[config.mk]
export PLATFORM = sky130hd
export DESIGN_NAME = im_line_responder
export DESIGN_NICKNAME = d
export VERILOG_FILES = /design/src/rtl/im_pkg.sv /design/src/rtl/im_line_buffer.sv /design/src/rtl/im_line_responder.sv
export SDC_FILE = /design/constraint.sdc
export NUM_CORES = 1
export LEC_CHECK = 0
export CAP_MARGIN = 20
export CELL_PAD_IN_SITES_DETAIL_PLACEMENT = 1
export CELL_PAD_IN_SITES_GLOBAL_PLACEMENT = 1
export CORE_MARGIN = 2
export CORE_UTILIZATION = 34
export CTS_BUF_LIST = sky130_fd_sc_hd__clkbuf_16
export DETAILED_ROUTE_END_ITERATION = 12
export GPL_ROUTABILITY_DRIVEN = 1
export PLACE_DENSITY_LB_ADDON = 0.1
export SYNTH_ARGS = -nofsm -noshare
export SYNTH_HDL_FRONTEND = slang
export SYNTH_SLANG_ARGS = --single-unit
[constraint.sdc]
create_clock -name clk -period 5.55 [get_ports clk]
set_input_delay 0.8325 -clock clk [delete_from_list [all_inputs] [get_ports clk]]
set_output_delay 0.8325 -clock clk [all_outputs]
set_load 0.005 [all_outputs]
[src/rtl/im_pkg.sv]
`default_nettype none
// ============================================================================
// Module   : im_pkg
// Purpose  : Shared types and constants for the instruction-memory line
//            responder: FSM state encoding and line/word address geometry.
// Revision : 1.0 - initial release
// ============================================================================
package im_pkg;

  // Responder FSM states
  typedef enum logic [1:0] {
    IDLE = 2'd0,
    FILL = 2'd1,
    RESP = 2'd2
  } im_state_e;

  // Line geometry: 4 words of 32 bits, byte addressed
  localparam int LINE_WORDS   = 4;
  localparam int WORD_SEL_LSB = 2;
  localparam int TAG_LSB      = 4;

endpackage : im_pkg
`default_nettype wire

[src/rtl/im_line_buffer.sv]
`default_nettype none
// ============================================================================
// Module   : im_line_buffer
// Purpose  : Single 4-word line buffer with tag and valid bit.
//            Indexed word write, combinational indexed read and tag compare.
// Ports    : clk, rst (async, active-low)
//            i_clear            - drop valid
//            i_wr_en/idx/data   - write one data word
//            i_tag_we/tag/valid - load tag and valid state
//            i_rd_idx/o_rd_data - combinational word read
//            i_cmp_tag/o_hit    - valid && tag match
// Revision : 1.0 - initial release
// ============================================================================
module im_line_buffer
  import im_pkg::*;
#(
  parameter int TAG_W = 10
) (
  input  logic             clk,
  input  logic             rst,
  input  logic             i_clear,
  input  logic             i_wr_en,
  input  logic [1:0]       i_wr_idx,
  input  logic [31:0]      i_wr_data,
  input  logic             i_tag_we,
  input  logic [TAG_W-1:0] i_tag,
  input  logic             i_valid,
  input  logic [1:0]       i_rd_idx,
  output logic [31:0]      o_rd_data,
  input  logic [TAG_W-1:0] i_cmp_tag,
  output logic             o_hit
);

  logic [31:0]      r_data [LINE_WORDS];
  logic [TAG_W-1:0] r_tag;
  logic             r_valid;

  always_ff @(posedge clk or negedge rst) begin
    if (!rst) begin
      for (int i = 0; i < LINE_WORDS; i++) r_data[i] <= '0;
      r_tag   <= '0;
      r_valid <= 1'b0;
    end else begin
      if (i_wr_en) r_data[i_wr_idx] <= i_wr_data;
      // Clear wins over a tag load so a late invalidate is never lost
      if (i_clear)       r_valid <= 1'b0;
      else if (i_tag_we) begin
        r_tag   <= i_tag;
        r_valid <= i_valid;
      end
    end
  end

  assign o_rd_data = r_data[i_rd_idx];
  assign o_hit     = r_valid && (r_tag == i_cmp_tag);

endmodule : im_line_buffer
`default_nettype wire

[src/rtl/im_line_responder.sv]
`default_nettype none
// ============================================================================
// Module   : im_line_responder
// Purpose  : Memory-side responder for the I-cache refill interface. Serves
//            32-bit word requests from a single 4-word line buffer that is
//            refilled from the instruction SRAM on a miss.
// Ports    : clk, rst (async, active-low)
//            IM_enable/IM_address - word request (held until ready)
//            flush                - invalidate line buffer
//            IM_DO/ready/bus_err  - registered one-cycle response
//            SRAM_CS/OE/A/DO      - instruction SRAM macro (CS/OE active high)
// Revision : 1.0 - initial release
// ============================================================================
module im_line_responder
  import im_pkg::*;
#(
  parameter int ADDR_W   = 12,
  parameter int WAIT_CYC = 0
) (
  input  logic              clk,
  input  logic              rst,
  input  logic              IM_enable,
  input  logic [31:0]       IM_address,
  input  logic              flush,
  output logic [31:0]       IM_DO,
  output logic              ready,
  output logic              bus_err,
  output logic              SRAM_CS,
  output logic              SRAM_OE,
  output logic [ADDR_W-1:0] SRAM_A,
  input  logic [31:0]       SRAM_DO
);

  localparam int TAG_W = ADDR_W - 2;

  im_state_e        r_state;
  logic [TAG_W-1:0] r_tag;
  logic [1:0]       r_sel;
  logic [1:0]       r_word;
  logic [3:0]       r_wait;
  logic             r_cap_en;
  logic [1:0]       r_cap_idx;
  logic             r_flush_pend;

  logic [TAG_W-1:0] w_req_tag;
  logic [1:0]       w_req_sel;
  logic             w_oor;
  logic             w_buf_hit;
  logic             w_hit;
  logic             w_miss_start;
  logic             w_last_issue;
  logic             w_fill_done;
  logic [1:0]       w_rd_idx;
  logic [31:0]      w_rd_data;
  logic [31:0]      w_fill_word;
  logic             w_buf_clear;
  logic             w_unused;

  assign w_req_tag = IM_address[ADDR_W+1:TAG_LSB];
  assign w_req_sel = IM_address[TAG_LSB-1:WORD_SEL_LSB];
  assign w_oor     = |IM_address[31:ADDR_W+2];
  assign w_unused  = &{1'b0, IM_address[1:0]};

  // A flush in the sampling cycle forces a refill instead of a hit
  assign w_hit        = w_buf_hit && !flush && !w_oor;
  assign w_miss_start = (r_state == IDLE) && IM_enable && !w_oor && !w_hit;

  // Last cycle a word is presented; its data arrives on SRAM_DO next cycle
  assign w_last_issue = SRAM_CS && (r_wait == 4'(WAIT_CYC));
  assign w_fill_done  = (r_state == FILL) && r_cap_en && (r_cap_idx == 2'd3);

  // Word 3 is being written on the same edge the response is loaded,
  // so a request for word 3 takes it straight from the SRAM bus
  assign w_fill_word = (r_sel == 2'd3) ? SRAM_DO : w_rd_data;
  assign w_rd_idx    = (r_state == IDLE) ? w_req_sel : r_sel;

  // A flush during FILL is deferred to the tag load at fill completion
  assign w_buf_clear = (flush && (r_state != FILL)) || w_miss_start;

  im_line_buffer #(
    .TAG_W (TAG_W)
  ) u_buf (
    .clk       (clk),
    .rst       (rst),
    .i_clear   (w_buf_clear),
    .i_wr_en   (r_cap_en),
    .i_wr_idx  (r_cap_idx),
    .i_wr_data (SRAM_DO),
    .i_tag_we  (w_fill_done),
    .i_tag     (r_tag),
    .i_valid   (!(r_flush_pend || flush)),
    .i_rd_idx  (w_rd_idx),
    .o_rd_data (w_rd_data),
    .i_cmp_tag (w_req_tag),
    .o_hit     (w_buf_hit)
  );

  always_ff @(posedge clk or negedge rst) begin
    if (!rst) begin
      r_state      <= IDLE;
      r_tag        <= '0;
      r_sel        <= '0;
      r_word       <= '0;
      r_wait       <= '0;
      r_cap_en     <= 1'b0;
      r_cap_idx    <= '0;
      r_flush_pend <= 1'b0;
      IM_DO        <= '0;
      ready        <= 1'b0;
      bus_err      <= 1'b0;
      SRAM_CS      <= 1'b0;
      SRAM_OE      <= 1'b0;
      SRAM_A       <= '0;
    end else begin
      // Response outputs are single-cycle pulses
      ready    <= 1'b0;
      bus_err  <= 1'b0;
      IM_DO    <= '0;
      r_cap_en <= 1'b0;
      case (r_state)
        IDLE: begin
          if (IM_enable) begin
            r_tag <= w_req_tag;
            r_sel <= w_req_sel;
            if (w_oor) begin
              r_state <= RESP;
              ready   <= 1'b1;
              bus_err <= 1'b1;
            end else if (w_hit) begin
              r_state <= RESP;
              ready   <= 1'b1;
              IM_DO   <= w_rd_data;
            end else begin
              r_state      <= FILL;
              r_word       <= 2'd0;
              r_wait       <= 4'd0;
              r_flush_pend <= 1'b0;
              SRAM_CS      <= 1'b1;
              SRAM_OE      <= 1'b1;
              SRAM_A       <= {w_req_tag, 2'b00};
            end
          end
        end
        FILL: begin
          if (flush) r_flush_pend <= 1'b1;
          if (SRAM_CS) begin
            if (w_last_issue) begin
              r_cap_en  <= 1'b1;
              r_cap_idx <= r_word;
              if (r_word == 2'd3) begin
                SRAM_CS <= 1'b0;
                SRAM_OE <= 1'b0;
              end else begin
                r_word <= r_word + 2'd1;
                r_wait <= 4'd0;
                SRAM_A <= {r_tag, r_word + 2'd1};
              end
            end else begin
              r_wait <= r_wait + 4'd1;
            end
          end
          if (w_fill_done) begin
            r_state <= RESP;
            ready   <= 1'b1;
            IM_DO   <= w_fill_word;
          end
        end
        RESP:    r_state <= IDLE;
        default: r_state <= IDLE;
      endcase
    end
  end

endmodule : im_line_responder
`default_nettype wire

==> impl_metrics.tcl <==
set metrics [dict create \
    nets 794 \
    setup_tns_ns 0 \
    worst-setup-path-type "input pin to flop" \
    synth_cells 602 \
    die_w_um 166 \
    dp_hpwl_mm 13.4 \
    path_max_fanout 17 \
    avgViaCountPerCell 5.12 \
    avgSynthCellArea_um2 14.8 \
    required_ns 6.00 \
    synth_edf_count 0 \
    fillers 2588 \
    cts_max_path_buffers 3 \
    synth_common_cells "209 x dfrtp_1, 145 x mux2_2, 70 x nand2_1" \
    clock_sinks 209 \
    start_util 0.344 \
    die_area_um2 27600 \
    antenna_cells 0 \
    worstPathCellList "clkdlybuf4s50_1 -> or4_4 -> nor4_4 -> nand3_1 -> o21ai_4 -> buf_4 -> a22o_1" \
    fin_ws_ns 2.43 \
    seqPwrFrac 0.483 \
    cts_tree "built" \
    ys_seq_area_frac 0.586 \
    status "completed" \
    cts_resized 0 \
    post-synth-top-count-cell "dfrtp_1" \
    port-buffer-count 113 \
    syn-num-nets 673 \
    die_y_um 166 \
    async_reset_ff_frac 1.00 \
    synthTopCellsByArea "dfrtp_1 59%, mux2_2 18%, mux4_2 8.1%" \
    dp_slack_ns 1.85 \
    clockRootBuffer "clkbuf_16" \
    cts_hold_buf 0 \
    worst_pin_slew_ns 0.916 \
    path_clk_slew_ns 0.06 \
    grt_max_degree 115 \
    drtAntennaViolNets 0 \
    grt-ovfl-total 0 \
    finalHoldViolations 0 \
    slowest_delay_ns 0.58 \
    period_minus_slack_ns 3.12 \
    maxCapViolations 0 \
    antenna_found_initial 0 \
    p_sw_frac 0.235 \
    synthFlopType "dfrtp_1" \
    drtIter0Drc 192 \
    ff2ff_path_depth 6 \
    end_kind "flop" \
    hp-class "input pin to asynchronous set/reset pin" \
    powerDensity_nw_per_um2 295 \
    synth_fa_ha_area_frac 0.00421 \
    clk_latency_ns 0.52 \
    wl_mm 21.9 \
    core_um2 25900 \
    syn_to_final_growth_pct 25.9 \
    p_comb_frac 0.083 \
    drv_slew 0 \
    htree_levels 1 \
    synth_top_area_cell "dfrtp_1" \
    crit_arrival_ns 3.58 \
    grt_pass1_vias 6235 \
    worst_clock_skew_ns 0.0203 \
    cts_inserted_buffers 25 \
    post-cts-setup-buffers 0 \
    max_freq_mhz 320 \
    synth_seq_cells 209 \
    yosysWarnings 0 \
    worstSetupStartpointType "input pin" \
    leakage_nw 5.00 \
    grt_pass1_wl_mm 35.9 \
    rsz0062_at_grt "false" \
    p_clk_frac 0.433 \
    p_switching_mw 0.780 \
    post-route-period-util 0.563 \
    track_usage 0.164 \
    setup_viol 0 \
    gp_congestion 0.738 \
    intPower_mw 2.54 \
    post-synth-top-area-fraction 0.586 \
    io-pin-count 116 \
    synth_top_family_by_area "multiplexers" \
    synth_xor_area_frac 0.00981 \
    cpMaxStageDelayCell "o21ai_4" \
    ys_types 37 \
    drt-pass1-iter-count 4 \
    synth_area_um2 8920 \
    dr_total_vias 5513 \
    synth_mux_area_frac 0.279 \
    synth_compound_area_frac 0.0418 \
    drive_above_1_share 0.322 \
    peakVddDrop_mv 0.156 \
    drc 0 \
    wl_per_cell_um 20.4 \
    maxSlewHeadroom 0.389 \
    synthSimpleGateAreaFrac 0.0613 \
    rows 59 \
]
-- placed cells by master, fill, tap and decap left out, types with 4 or more instances in the layout --
cell type        Yosys  routed
dfrtp_1            209     209
mux2_2             145     145
clkdlybuf4s50_1      0     112
nand2_1             70      70
a22o_1              34      34
mux4_2              32      32
clkbuf_16            0      25
inv_1                3      12
xor2_1               9       9
clkinv_1             0       9
buf_4                0       9
mux2_4               8       8
nor2_1               8       7
o21ai_0              5       5
nor4_1               5       5
a21oi_1              4       4
nand3_1              5       4
-- metrics by stage --
step | utilization | std cells | instance area, um^2 | hold WS, ns | power [mW]
2_1_floorplan | - | 602 | 8920 | 0.435 | 1.77
3_3_place_gp | 0.404 | 1028 | 10500 | 0.452 | 1.90
3_5_place_dp | 0.405 | 1029 | 10500 | 0.472 | 1.91
4_1_cts | 0.432 | 1075 | 11200 | 0.485 | 3.38
5_1_grt | 0.434 | 1077 | 11200 | 0.515 | 3.48
6_report | 0.434 | 1077 | 11200 | 0.449 | 3.32
-- power groups by stage --
| stage | clock, mW | combinational (mW) | sequential [mW] |
|---|---|---|---|
| after global routing | 1.57 | 0.305 | 1.61 |
| after floorplan | 0 | 0.146 | 1.62 |
| after global placement | 0 | 0.271 | 1.63 |
| final | 1.44 | 0.277 | 1.60 |
| after detailed placement | 0 | 0.281 | 1.63 |
| after CTS | 1.49 | 0.282 | 1.60 |
-- layout make-up --
type	instances	area (um^2)	area share
Inverter	3	11.3	0.00100
Timing Repair Buffer	126	1280	0.114
Tap cell	335	419	0.0373
Sequential cell	209	5230	0.465
Clock inverter	21	86.3	0.00768
Clock buffer	25	626	0.0557
Multi-Input combinational cell	358	3590	0.319
-- metal layers --
layer,GRT usage,part of all wire
met5,0,0
met4,0.0378,0.016
met3,0.0305,0.044
met2,0.274,0.49
met1,0.223,0.45
-- worst max-delay path, delay by kind of cell --
kind / cells / cell delay [ns]
AO/OA/AOI/OAI: 2 / 0.76
buffers and inverters: 2 / 0.80
AND/OR/NAND/NOR: 3 / 1.17
-- sequential cells by signal, indices dropped and copies added (netlist names), 2 cells and up --
register	cells
u_buf.r_data	128
IM_DO	32
SRAM_A	12
r_tag	10
u_buf.r_tag	10
r_wait	4
r_cap_idx	2
r_sel	2
r_state	2
-- cells by family after synthesis --
kind of cell / count (synthesis)
simple gates: 111
compound gates: 47
fa+ha+maj: 3
buf+inv: 35
xor+xnor: 10
flops: 209
mux: 187
-- final timing paths --
path | startpoint | end | slack (ns)
worst max-delay path | IM_address[15] | IM_DO[2] | 2.43
worst min-delay path | rst | u_buf.r_data[27] | 0.45
worst max register to register | r_state[1] | IM_DO[2] | 2.55
worst min register to register | r_flush_pend | u_buf.r_valid | 0.48
max in group asynchronous | rst | r_wait[2] | 3.83
min in group clk | r_flush_pend | u_buf.r_valid | 0.48
No activity file was read; power rests on OpenSTA's default activity.
